`src/rtl/decode_stage_if.sv`:
```
// Fetch-to-decode inputs, writeback port and ID/EX outputs of the MIPS decode stage.
// The decode stage uses the slave modport; fetch/EX (or a bench) uses master.
interface decode_stage_if #(
  parameter int NB_DATA   = 32,
  parameter int NB_REG    = 5,
  parameter int NB_ALU_OP = 3
);
  logic [NB_DATA-1:0]   i_instruction;
  logic [NB_DATA-1:0]   i_pc_4;
  logic                 i_halt;
  logic                 i_valid;
  logic                 i_wb_we;
  logic [NB_REG-1:0]    i_wb_addr;
  logic [NB_DATA-1:0]   i_wb_data;

  logic                 o_stall;
  logic                 o_pc_src;
  logic [NB_DATA-1:0]   o_pc_salto;
  logic [NB_DATA-1:0]   o_pc_4;
  logic [NB_DATA-1:0]   o_rs_data;
  logic [NB_DATA-1:0]   o_rt_data;
  logic [NB_DATA-1:0]   o_imm;
  logic [NB_REG-1:0]    o_rs;
  logic [NB_REG-1:0]    o_rt;
  logic [NB_REG-1:0]    o_rd;
  logic [NB_REG-1:0]    o_shamt;
  logic [5:0]           o_funct;
  logic [NB_ALU_OP-1:0] o_alu_op;
  logic                 o_reg_write;
  logic                 o_mem_read;
  logic                 o_mem_write;
  logic                 o_mem_to_reg;
  logic                 o_alu_src;
  logic                 o_reg_dst;
  logic                 o_branch_eq;
  logic                 o_branch_ne;
  logic                 o_link;
  logic                 o_halt;
  logic                 o_valid_ex;

  modport master (
    output i_instruction, i_pc_4, i_halt, i_valid, i_wb_we, i_wb_addr, i_wb_data,
    input  o_stall, o_pc_src, o_pc_salto, o_pc_4, o_rs_data, o_rt_data, o_imm,
    input  o_rs, o_rt, o_rd, o_shamt, o_funct, o_alu_op,
    input  o_reg_write, o_mem_read, o_mem_write, o_mem_to_reg, o_alu_src, o_reg_dst,
    input  o_branch_eq, o_branch_ne, o_link, o_halt, o_valid_ex
  );

  modport slave (
    input  i_instruction, i_pc_4, i_halt, i_valid, i_wb_we, i_wb_addr, i_wb_data,
    output o_stall, o_pc_src, o_pc_salto, o_pc_4, o_rs_data, o_rt_data, o_imm,
    output o_rs, o_rt, o_rd, o_shamt, o_funct, o_alu_op,
    output o_reg_write, o_mem_read, o_mem_write, o_mem_to_reg, o_alu_src, o_reg_dst,
    output o_branch_eq, o_branch_ne, o_link, o_halt, o_valid_ex
  );
endinterface

```
`src/rtl/decode_stage.sv`:
```
// MIPS ID stage: register file, control decode, load-use stall, J/JAL redirect, ID/EX register.
// Optional macro DECODE_DEBUG_PORT_EN adds a bypass-free debug read port of the register file.
module decode_stage #(
  parameter int NB_DATA   = 32,
  parameter int NB_REG    = 5,
  parameter int N_REGS    = 32,
  parameter int NB_ALU_OP = 3
) (
  input  logic          i_clock,
  input  logic          i_reset,
  decode_stage_if.slave bus
`ifdef DECODE_DEBUG_PORT_EN
  ,
  input  logic [NB_REG-1:0]  i_dbg_addr,
  output logic [NB_DATA-1:0] o_dbg_data
`endif
);

  localparam logic [5:0] OP_RTYPE = 6'h00;
  localparam logic [5:0] OP_J     = 6'h02;
  localparam logic [5:0] OP_JAL   = 6'h03;
  localparam logic [5:0] OP_BEQ   = 6'h04;
  localparam logic [5:0] OP_BNE   = 6'h05;
  localparam logic [5:0] OP_ADDI  = 6'h08;
  localparam logic [5:0] OP_SLTI  = 6'h0A;
  localparam logic [5:0] OP_ANDI  = 6'h0C;
  localparam logic [5:0] OP_ORI   = 6'h0D;
  localparam logic [5:0] OP_XORI  = 6'h0E;
  localparam logic [5:0] OP_LUI   = 6'h0F;
  localparam logic [5:0] OP_LW    = 6'h23;
  localparam logic [5:0] OP_SW    = 6'h2B;
  localparam logic [5:0] OP_HALT  = 6'h3F;

  localparam logic [NB_ALU_OP-1:0] ALU_ADD = NB_ALU_OP'(0);
  localparam logic [NB_ALU_OP-1:0] ALU_SUB = NB_ALU_OP'(1);
  localparam logic [NB_ALU_OP-1:0] ALU_RFN = NB_ALU_OP'(2);
  localparam logic [NB_ALU_OP-1:0] ALU_AND = NB_ALU_OP'(3);
  localparam logic [NB_ALU_OP-1:0] ALU_OR  = NB_ALU_OP'(4);
  localparam logic [NB_ALU_OP-1:0] ALU_XOR = NB_ALU_OP'(5);
  localparam logic [NB_ALU_OP-1:0] ALU_LUI = NB_ALU_OP'(6);
  localparam logic [NB_ALU_OP-1:0] ALU_SLT = NB_ALU_OP'(7);

  typedef enum logic [1:0] {S_RUN, S_SQUASH, S_HALTED} state_t;

  typedef struct packed {
    logic                 reg_write;
    logic                 mem_read;
    logic                 mem_write;
    logic                 mem_to_reg;
    logic                 alu_src;
    logic                 reg_dst;
    logic                 branch_eq;
    logic                 branch_ne;
    logic                 link;
    logic                 halt;
    logic [NB_ALU_OP-1:0] alu_op;
    logic [NB_REG-1:0]    rs;
    logic [NB_REG-1:0]    rt;
    logic [NB_REG-1:0]    rd;
    logic [NB_REG-1:0]    shamt;
    logic [5:0]           funct;
    logic [NB_DATA-1:0]   imm;
    logic [NB_DATA-1:0]   rs_data;
    logic [NB_DATA-1:0]   rt_data;
    logic [NB_DATA-1:0]   pc_4;
  } idex_t;

  function automatic logic signed [NB_DATA-1:0] sext16(input logic [15:0] v);
    return {{(NB_DATA-16){v[15]}}, v};
  endfunction

  function automatic logic [NB_DATA-1:0] zext16(input logic [15:0] v);
    return {{(NB_DATA-16){1'b0}}, v};
  endfunction

  logic [NB_DATA-1:0] regs [N_REGS];
  state_t             state;
  idex_t              idex_p1;
  logic               vld_p1;

  logic [NB_DATA-1:0] instr_p0;
  logic [5:0]         op_p0;
  logic [NB_REG-1:0]  rs_p0;
  logic [NB_REG-1:0]  rt_p0;
  logic [NB_DATA-1:0] rs_val_p0;
  logic [NB_DATA-1:0] rt_val_p0;
  idex_t              dec_p0;
  idex_t              halt_bub;
  logic               vld_p0;
  logic               is_jump_p0;
  logic               stall;

  assign instr_p0   = bus.i_instruction;
  assign op_p0      = instr_p0[31:26];
  assign rs_p0      = instr_p0[25:21];
  assign rt_p0      = instr_p0[20:16];
  assign is_jump_p0 = (op_p0 == OP_J) || (op_p0 == OP_JAL);

  // Register 0 is never written, so it reads as zero without a special case in the array.
  always_ff @(posedge i_clock or negedge i_reset) begin
    if (!i_reset) begin
      for (int i = 0; i < N_REGS; i++) regs[i] <= '0;
    end else if (bus.i_wb_we && (bus.i_wb_addr != '0)) begin
      regs[bus.i_wb_addr] <= bus.i_wb_data;
    end
  end

  always_comb begin
    rs_val_p0 = regs[rs_p0];
    rt_val_p0 = regs[rt_p0];
    if (bus.i_wb_we && (bus.i_wb_addr != '0) && (bus.i_wb_addr == rs_p0)) rs_val_p0 = bus.i_wb_data;
    if (bus.i_wb_we && (bus.i_wb_addr != '0) && (bus.i_wb_addr == rt_p0)) rt_val_p0 = bus.i_wb_data;
  end

  // Control decode; anything unrecognised collapses to an all-zero bubble.
  always_comb begin
    dec_p0 = '0;
    vld_p0 = 1'b0;
    if ((op_p0 == OP_HALT) || bus.i_halt) begin
      dec_p0.halt = 1'b1;
    end else begin
      dec_p0.rs      = rs_p0;
      dec_p0.rt      = rt_p0;
      dec_p0.rd      = instr_p0[15:11];
      dec_p0.shamt   = instr_p0[10:6];
      dec_p0.funct   = instr_p0[5:0];
      dec_p0.imm     = sext16(instr_p0[15:0]);
      dec_p0.rs_data = rs_val_p0;
      dec_p0.rt_data = rt_val_p0;
      dec_p0.pc_4    = bus.i_pc_4;
      vld_p0         = 1'b1;
      case (op_p0)
        OP_RTYPE: begin
          dec_p0.reg_dst   = 1'b1;
          dec_p0.reg_write = 1'b1;
          dec_p0.alu_op    = ALU_RFN;
        end
        OP_J: ;
        OP_JAL: begin
          dec_p0.link      = 1'b1;
          dec_p0.reg_write = 1'b1;
          dec_p0.rd        = '1;
        end
        OP_BEQ: begin
          dec_p0.branch_eq = 1'b1;
          dec_p0.alu_op    = ALU_SUB;
        end
        OP_BNE: begin
          dec_p0.branch_ne = 1'b1;
          dec_p0.alu_op    = ALU_SUB;
        end
        OP_ADDI, OP_SLTI: begin
          dec_p0.reg_write = 1'b1;
          dec_p0.alu_src   = 1'b1;
          dec_p0.alu_op    = (op_p0 == OP_ADDI) ? ALU_ADD : ALU_SLT;
        end
        OP_ANDI, OP_ORI, OP_XORI, OP_LUI: begin
          dec_p0.reg_write = 1'b1;
          dec_p0.alu_src   = 1'b1;
          dec_p0.imm       = zext16(instr_p0[15:0]);
          case (op_p0)
            OP_ANDI: dec_p0.alu_op = ALU_AND;
            OP_ORI:  dec_p0.alu_op = ALU_OR;
            OP_XORI: dec_p0.alu_op = ALU_XOR;
            default: dec_p0.alu_op = ALU_LUI;
          endcase
        end
        OP_LW: begin
          dec_p0.reg_write  = 1'b1;
          dec_p0.mem_read   = 1'b1;
          dec_p0.mem_to_reg = 1'b1;
          dec_p0.alu_src    = 1'b1;
          dec_p0.alu_op     = ALU_ADD;
        end
        OP_SW: begin
          dec_p0.mem_write = 1'b1;
          dec_p0.alu_src   = 1'b1;
          dec_p0.alu_op    = ALU_ADD;
        end
        default: begin
          dec_p0 = '0;
          vld_p0 = 1'b0;
        end
      endcase
    end
  end

  always_comb begin
    halt_bub      = '0;
    halt_bub.halt = 1'b1;
  end

  // Hazard and redirect look at the raw rs/rt fields, whatever the instruction format.
  assign stall = (state != S_HALTED) && idex_p1.mem_read && (idex_p1.rt != '0) &&
                 ((idex_p1.rt == rs_p0) || (idex_p1.rt == rt_p0));

  assign bus.o_stall    = stall;
  assign bus.o_pc_src   = is_jump_p0 && (state == S_RUN) && bus.i_valid && !stall;
  assign bus.o_pc_salto = {bus.i_pc_4[31:28], instr_p0[25:0], 2'b00};

  // ---- ID/EX register boundary ----
  always_ff @(posedge i_clock or negedge i_reset) begin
    if (!i_reset) begin
      state   <= S_RUN;
      idex_p1 <= '0;
      vld_p1  <= 1'b0;
    end else if (bus.i_valid) begin
      case (state)
        S_HALTED: begin
          idex_p1 <= halt_bub;
          vld_p1  <= 1'b0;
        end
        S_SQUASH: begin
          idex_p1 <= '0;
          vld_p1  <= 1'b0;
          if (!stall) state <= S_RUN;
        end
        default: begin
          if (stall) begin
            idex_p1 <= '0;
            vld_p1  <= 1'b0;
          end else begin
            idex_p1 <= dec_p0;
            vld_p1  <= vld_p0;
            if (dec_p0.halt)     state <= S_HALTED;
            else if (is_jump_p0) state <= S_SQUASH;
          end
        end
      endcase
    end
  end

  assign bus.o_pc_4        = idex_p1.pc_4;
  assign bus.o_rs_data     = idex_p1.rs_data;
  assign bus.o_rt_data     = idex_p1.rt_data;
  assign bus.o_imm         = idex_p1.imm;
  assign bus.o_rs          = idex_p1.rs;
  assign bus.o_rt          = idex_p1.rt;
  assign bus.o_rd          = idex_p1.rd;
  assign bus.o_shamt       = idex_p1.shamt;
  assign bus.o_funct       = idex_p1.funct;
  assign bus.o_alu_op      = idex_p1.alu_op;
  assign bus.o_reg_write   = idex_p1.reg_write;
  assign bus.o_mem_read    = idex_p1.mem_read;
  assign bus.o_mem_write   = idex_p1.mem_write;
  assign bus.o_mem_to_reg  = idex_p1.mem_to_reg;
  assign bus.o_alu_src     = idex_p1.alu_src;
  assign bus.o_reg_dst     = idex_p1.reg_dst;
  assign bus.o_branch_eq   = idex_p1.branch_eq;
  assign bus.o_branch_ne   = idex_p1.branch_ne;
  assign bus.o_link        = idex_p1.link;
  assign bus.o_halt        = idex_p1.halt;
  assign bus.o_valid_ex    = vld_p1;

`ifdef DECODE_DEBUG_PORT_EN
  assign o_dbg_data = regs[i_dbg_addr];
`endif

endmodule

```
`src/flat_wrapper.sv`:
```
// flat-port wrapper written by rule: the top's interface ports become plain ports
module decode_stage_flat 
#(
  parameter int NB_DATA   = 32,
  parameter int NB_REG    = 5,
  parameter int N_REGS    = 32,
  parameter int NB_ALU_OP = 3
)
  (i_clock, i_reset, bus_i_instruction, bus_i_pc_4, bus_i_halt, bus_i_valid, bus_i_wb_we, bus_i_wb_addr, bus_i_wb_data, bus_o_stall, bus_o_pc_src, bus_o_pc_salto, bus_o_pc_4, bus_o_rs_data, bus_o_rt_data, bus_o_imm, bus_o_rs, bus_o_rt, bus_o_rd, bus_o_shamt, bus_o_funct, bus_o_alu_op, bus_o_reg_write, bus_o_mem_read, bus_o_mem_write, bus_o_mem_to_reg, bus_o_alu_src, bus_o_reg_dst, bus_o_branch_eq, bus_o_branch_ne, bus_o_link, bus_o_halt, bus_o_valid_ex);
  decode_stage_if #(.NB_DATA(NB_DATA), .NB_REG(NB_REG), .NB_ALU_OP(NB_ALU_OP)) bus_i ();
  input  logic i_clock;
  input  logic i_reset;
  input wire logic [$bits(bus_i.i_instruction)-1:0] bus_i_instruction;
  input wire logic [$bits(bus_i.i_pc_4)-1:0] bus_i_pc_4;
  input wire logic [$bits(bus_i.i_halt)-1:0] bus_i_halt;
  input wire logic [$bits(bus_i.i_valid)-1:0] bus_i_valid;
  input wire logic [$bits(bus_i.i_wb_we)-1:0] bus_i_wb_we;
  input wire logic [$bits(bus_i.i_wb_addr)-1:0] bus_i_wb_addr;
  input wire logic [$bits(bus_i.i_wb_data)-1:0] bus_i_wb_data;
  output wire logic [$bits(bus_i.o_stall)-1:0] bus_o_stall;
  output wire logic [$bits(bus_i.o_pc_src)-1:0] bus_o_pc_src;
  output wire logic [$bits(bus_i.o_pc_salto)-1:0] bus_o_pc_salto;
  output wire logic [$bits(bus_i.o_pc_4)-1:0] bus_o_pc_4;
  output wire logic [$bits(bus_i.o_rs_data)-1:0] bus_o_rs_data;
  output wire logic [$bits(bus_i.o_rt_data)-1:0] bus_o_rt_data;
  output wire logic [$bits(bus_i.o_imm)-1:0] bus_o_imm;
  output wire logic [$bits(bus_i.o_rs)-1:0] bus_o_rs;
  output wire logic [$bits(bus_i.o_rt)-1:0] bus_o_rt;
  output wire logic [$bits(bus_i.o_rd)-1:0] bus_o_rd;
  output wire logic [$bits(bus_i.o_shamt)-1:0] bus_o_shamt;
  output wire logic [$bits(bus_i.o_funct)-1:0] bus_o_funct;
  output wire logic [$bits(bus_i.o_alu_op)-1:0] bus_o_alu_op;
  output wire logic [$bits(bus_i.o_reg_write)-1:0] bus_o_reg_write;
  output wire logic [$bits(bus_i.o_mem_read)-1:0] bus_o_mem_read;
  output wire logic [$bits(bus_i.o_mem_write)-1:0] bus_o_mem_write;
  output wire logic [$bits(bus_i.o_mem_to_reg)-1:0] bus_o_mem_to_reg;
  output wire logic [$bits(bus_i.o_alu_src)-1:0] bus_o_alu_src;
  output wire logic [$bits(bus_i.o_reg_dst)-1:0] bus_o_reg_dst;
  output wire logic [$bits(bus_i.o_branch_eq)-1:0] bus_o_branch_eq;
  output wire logic [$bits(bus_i.o_branch_ne)-1:0] bus_o_branch_ne;
  output wire logic [$bits(bus_i.o_link)-1:0] bus_o_link;
  output wire logic [$bits(bus_i.o_halt)-1:0] bus_o_halt;
  output wire logic [$bits(bus_i.o_valid_ex)-1:0] bus_o_valid_ex;
  assign bus_i.i_instruction = bus_i_instruction;
  assign bus_i.i_pc_4 = bus_i_pc_4;
  assign bus_i.i_halt = bus_i_halt;
  assign bus_i.i_valid = bus_i_valid;
  assign bus_i.i_wb_we = bus_i_wb_we;
  assign bus_i.i_wb_addr = bus_i_wb_addr;
  assign bus_i.i_wb_data = bus_i_wb_data;
  assign bus_o_stall = bus_i.o_stall;
  assign bus_o_pc_src = bus_i.o_pc_src;
  assign bus_o_pc_salto = bus_i.o_pc_salto;
  assign bus_o_pc_4 = bus_i.o_pc_4;
  assign bus_o_rs_data = bus_i.o_rs_data;
  assign bus_o_rt_data = bus_i.o_rt_data;
  assign bus_o_imm = bus_i.o_imm;
  assign bus_o_rs = bus_i.o_rs;
  assign bus_o_rt = bus_i.o_rt;
  assign bus_o_rd = bus_i.o_rd;
  assign bus_o_shamt = bus_i.o_shamt;
  assign bus_o_funct = bus_i.o_funct;
  assign bus_o_alu_op = bus_i.o_alu_op;
  assign bus_o_reg_write = bus_i.o_reg_write;
  assign bus_o_mem_read = bus_i.o_mem_read;
  assign bus_o_mem_write = bus_i.o_mem_write;
  assign bus_o_mem_to_reg = bus_i.o_mem_to_reg;
  assign bus_o_alu_src = bus_i.o_alu_src;
  assign bus_o_reg_dst = bus_i.o_reg_dst;
  assign bus_o_branch_eq = bus_i.o_branch_eq;
  assign bus_o_branch_ne = bus_i.o_branch_ne;
  assign bus_o_link = bus_i.o_link;
  assign bus_o_halt = bus_i.o_halt;
  assign bus_o_valid_ex = bus_i.o_valid_ex;
  decode_stage #(.NB_DATA(NB_DATA), .NB_REG(NB_REG), .N_REGS(N_REGS), .NB_ALU_OP(NB_ALU_OP)) u_core (.i_clock(i_clock), .i_reset(i_reset), .bus(bus_i));
endmodule
```
`config.mk`:
```
export PLATFORM = sky130hd
export DESIGN_NAME = decode_stage_flat
export DESIGN_NICKNAME = d
export VERILOG_FILES = /design/src/rtl/decode_stage_if.sv /design/src/rtl/decode_stage.sv /design/src/flat_wrapper.sv
export SDC_FILE = /design/constraint.sdc
export NUM_CORES = 2
export LEC_CHECK = 0
export CAP_MARGIN = 30
export CORE_MARGIN = 8
export CORE_UTILIZATION = 55
export DETAILED_ROUTE_END_ITERATION = 6
export HOLD_SLACK_MARGIN = 0.06
export PLACE_DENSITY = 0.81
export REMOVE_ABC_BUFFERS = 1
export SETUP_SLACK_MARGIN = 0.5
export SLEW_MARGIN = 20
export SYNTH_ARGS = -nofsm -noshare
export SYNTH_HDL_FRONTEND = slang
export SYNTH_SLANG_ARGS = --single-unit
```
`constraint.sdc`:
```
create_clock -name i_clock -period 4.4 [get_ports i_clock]
set_input_delay 0.66 -clock i_clock [delete_from_list [all_inputs] [get_ports i_clock]]
set_output_delay 0.66 -clock i_clock [all_outputs]
set_load 0.05 [all_outputs]
```
Word level (Yosys, flattened, before mapping)
Index checks and enable logic that the tools add are counted.

operators by class
  magnitude comparators = 4
  eq/ne operators = 20
  multiplexer cells = 41
  bitwise operators = 5
  reductions and logical operators = 29

operator list
  cell                number
  $bwmux 1024         1
  $pmux 167 s2        1
  $bmux 32 s5         2
  $mux 32             7
  $mux 167            1
  $demux 32 s5        1
  $mux 157            1
  $mux 96             1
  $pmux 32 s2         1
  $eq 6x4->1 const B  6
  $eq 5x5->1          4
  $eq 6x6->1 const B  3
  $ge 6x6->1 const B  3
  $not 5->6           3
  $reduce_or 9->1     2
  $mux 1              13
  $reduce_or 13->1    1
  $eq 6x2->1 const B  2
  $eq 6x3->1 const B  2
  $pmux 3 s4          1
  $reduce_or 12->1    1
  $mux 11             1
  $logic_and 1x1->1   10
  $mux 10             1
  21 further kinds    30

storage, ports and cells
  bits in registers = 1194
  output and inout port bits = 202
  logic and storage cells = 153

Logic depth before layout (Yosys ltp)
  depth after elaboration = 9
  mapped depth = 10
  gate-level depth less buffers = 7

Least setup slack after synthesis
No wires, ideal clock.

  path kind = input-to-output
  start point = in bus_i_instruction[28]
  end point = out bus_o_pc_src
  arrival time = 2.245 ns
  slack = 1.495 ns
  stages on the path = 5
  path buffers = 1
  cells stage by stage = clkbuf_1 -> or4_1 -> nor2_1 -> nand2_1 -> nor2_1

on the way
  cells in the longest elaborated chain, start to end = 5

RTL lines
  what                              line                 source
  start: declaration                flat_wrapper.sv:13   input wire logic [$bits(bus_i.i_instruction)-1:0] bus_i_instruction;
  $eq 6x2->1                        decode_stage.sv:97   assign is_jump_p0 = (op_p0 == OP_J) || (op_p0 == OP_JAL);
  $logic_or 1x1->1 *                decode_stage.sv:97
  $logic_and 1x1->1 * (3 in a row)  decode_stage.sv:198  assign bus.o_pc_src = is_jump_p0 && (state == S_RUN) && bus.i_valid && !stall;
  end: declaration                  flat_wrapper.sv:21   output wire logic [$bits(bus_i.o_pc_src)-1:0] bus_o_pc_src;

Mark *: on every way between the ends. The rest lies on a longest branch, timed or not.

Worst setup path in the final report
  start point = in bus_i_instruction[23]
  end point = out bus_o_pc_src

on the way
  cells in the longest elaborated chain, start to end = 5

RTL lines
  what               line                 source
  $eq 5x5->1         decode_stage.sv:195  ((idex_p1.rt == rs_p0) || (idex_p1.rt == rt_p0));
  $logic_or 1x1->1   decode_stage.sv:195
  $logic_and 1x1->1  decode_stage.sv:194  assign stall = (state != S_HALTED) && idex_p1.mem_read && (idex_p1.rt != '0) &&
  $logic_not 1->1    decode_stage.sv:198
  $logic_and 1x1->1  decode_stage.sv:198

No other way between the ends.

==> impl_metrics.yaml <==
layout:
  area_delta_synth_final_pct: 14.88
  stdcell_count: 6791
  final_util_pct: 63.77
  nFillCells: 8224
  drive_gt1_share_pct: 29.99
  top_register: "u_core.regs"
  largest_reg_flops: 1024
  finalNetCount: 5294
global_routing:
  antenna_found_initial: 5
  grt_pass1_wl_um: 298000
  grt_max_degree: 116
  grt.total_usage_pct: 30.71
  first_global_vias: 46977
  overflow: 0
sta:
  worstMarginPinSlew_ps: 1089
  relSlewSlack_pct: 27.43
  fin_crit_sh_pct: 80.55
  fmax_mhz: 282.1
  finClkSkew_ps: 40.75
  final.setup.tns_ps: 0
  period_needed_ps: 3544
  hold_violations: 0
  finalSetupViolations: 0
  slew_violations: 0
  rsz0062_at_grt: "no"
run_status:
  status: "completed"
worst_setup_path:
  critPathTopFamily: "buffers and inverters"
  crit_path_start_kind: "input port"
  arrival_ps: 2880
  slowest_stage: "clkdlybuf4s50_1"
  critical_path_class: "input port to primary output"
  r2r_end: "u_core.bus.o_rs_data[14]$_DFFE_PN0P_"
  r2r_setup_slack_ps: 1600
  required_ps: 3740
  critical-path-max-stage-delay_ps: 760
  crit_cells: 8
  critical_path.max_fanout: 8
  worst_setup_path_end_kind: "primary output"
  crit_path_start: "bus_i_instruction[23]"
  critPathCapture: "bus_o_pc_src"
  r2r_cells: 6
  worst-path-buf-inv: 3
  crit_chain: "clkdlybuf4s50_1, buf_4, xor2_1, nor3_1, a22oi_2, o21ai_2, nor2_1, buf_12"
  r2r-start: "u_core.bus.o_rt[0]$_DFFE_PN0P_"
floorplanning:
  die_area_sq_um: 124600
  core_area_sq_um: 112500
  rows: 123
  io_pins: 308
  die_h_um: 353.0
  die_x_um: 353.0
  start_util_pct: 55.51
drt:
  drt_iter0_drc: 5610
  avgRoutedWirePerCell_um: 29.49
  vias: 46811
  via_per_inst: 6.893
  drtPass1Iterations: 6
  ant_nets: 0
  routed_wl_um: 200200
  route.detailed.drc: 0
clocking:
  ctsResizeCount: 0
  path_clk_slew_ps: 70
  clock-sinks: 1178
  htreeDepth: 3
  root_buffer: "clkbuf_16"
  cts_tree: "yes"
  post_cts_buffers: 0
  clock_latency_ps: 740
  cts_hold_buffers: 0
  clock_path_buffers: 3
  cts_made_buffers: 121
synthesis:
  ys_warn_count: 0
  syn_area_per_cell_sq_um: 12.13
  synth-edff-count: 0
  ys_ff_latch: 1178
  synth_common_cells: "1,178 x dfrtp_1, 1,108 x mux2_2, 836 x mux2i_1"
  yosysMostFrequentCell: "dfrtp_1"
  synthDistinctLibCells: 60
  seq_area_frac_synth_pct: 47.21
  synth_ff_type: "dfrtp_1"
  synth_area_sq_um: 62440
  synth_top_cell_area_share_pct: 47.21
  postSynth.asyncResetShare_pct: 100.0
  synth.area.top_cells: "dfrtp_1 47%, mux2_2 20%, mux2i_1 13%"
  syn_inst: 5149
  yosys.area.top_type: "dfrtp_1"
placed_design:
  dp.cells: 6549
  port_buffers: 305
  hpwl_um: 116300
  gp_congestion: 0.8631
worst_hold_path:
  hp-class: "input port to async pin"
power_and_ir_drop:
  p_per_area_nw_per_um2: 433.6
  power_mw: 31.10
  p_leak_nw: 32.60
  ir_drop_uv: 394.2
job:
  max-cap-violations: 0
==> placed cells by master (no fill, tap or decap), types with 25 or more instances in the layout <==
cell	netlist	final
dfrtp_1	1178	1178
nand2_1	156	140
clkdlybuf4s50_1	0	297
a22oi_1	234	234
clkbuf_1	297	31
mux2_2	1108	1108
a21oi_1	158	158
nand2b_1	72	68
a2111oi_0	43	43
buf_8	0	25
a32o_1	67	67
nor2b_1	72	66
nand3_1	135	133
buf_12	0	77
a22o_1	72	72
a221oi_1	44	44
clkbuf_8	0	29
mux2i_1	836	836
a31oi_1	43	43
o22ai_1	62	62
a211oi_1	64	64
clkbuf_16	0	122
buf_4	84	104
nand4_1	65	65
==> metal layers <==
layer	wire [um]	GRT usage, %	vias to the layer above
li1	-	-	19236
met1	78810	40.81	23942
met2	86850	45.24	2928
met3	23120	9.567	699
met4	11420	15.74	6
met5	39	0	-
==> through the flow <==
stage	cell area (sq um)	setup slack [ps]	hold WS [ps]
floorplan	59690	-1327	364.4
global placement	67170	618.4	383.9
detailed placement	67360	648.6	387.6
CTS	71550	894.2	66.83
global route	71740	748.8	87.28
finish	71740	855.7	26.81
==> power by group <==
group	total (mW)	internal [mW]	switching, mW
Combinational	6.12	3.11	3.01
Clock	10.8	6.35	4.49
Sequential	14.1	12.7	1.45
==> worst register-to-register path, stage by stage (launching register included) <==
cell	delay (ps)
dfrtp_1	470
or4_4	600
o21ai_4	180
o211ai_2	230
nor2_4	200
buf_4	650
a32o_1	370
==> kinds of logic after synthesis <==
family	after synthesis	synth area share, %
AOI/OAI and AO/OA	818	9.730
and+or+nand+nor	571	4.711
other	1	0.006005
buffers and inverters	605	4.466
adders and majority gates	3	0.06012
xor gates and xnor gates	21	0.2945
muxes	1952	33.53
DFF	1178	47.21
==> worst min-delay path by stage <==
| stage | end | from |
|---|---|---|
| after global routing | u_core.regs[438]$_DFFE_PN0P_ | i_reset |
| after CTS | u_core.regs[438]$_DFFE_PN0P_ | i_reset |
| after floorplan | u_core.bus.o_alu_op[0]$_DFFE_PN0P_ | i_reset |
| after detailed placement | u_core.regs[992]$_DFFE_PN0P_ | u_core.regs[992]$_DFFE_PN0P_ |
| after global placement | u_core.regs[1009]$_DFFE_PN0P_ | u_core.regs[1009]$_DFFE_PN0P_ |
| final | u_core.regs[438]$_DFFE_PN0P_ | i_reset |
==> area by class of cell <==
type / instances / area (sq um) / area share, %
flip-flops and latches: 1178 / 29480 / 41.09
well taps: 1500 / 1877 / 2.616
clock buffers: 182 / 3568 / 4.974
repair buffers: 510 / 5747 / 8.011
clock inverters: 45 / 619.3 / 0.8634
inverters: 7 / 31.28 / 0.04360
diodes: 2 / 5.005 / 0.006977
multi-input cells: 3367 / 30410 / 42.39
(Power assumes the default switching activity.)
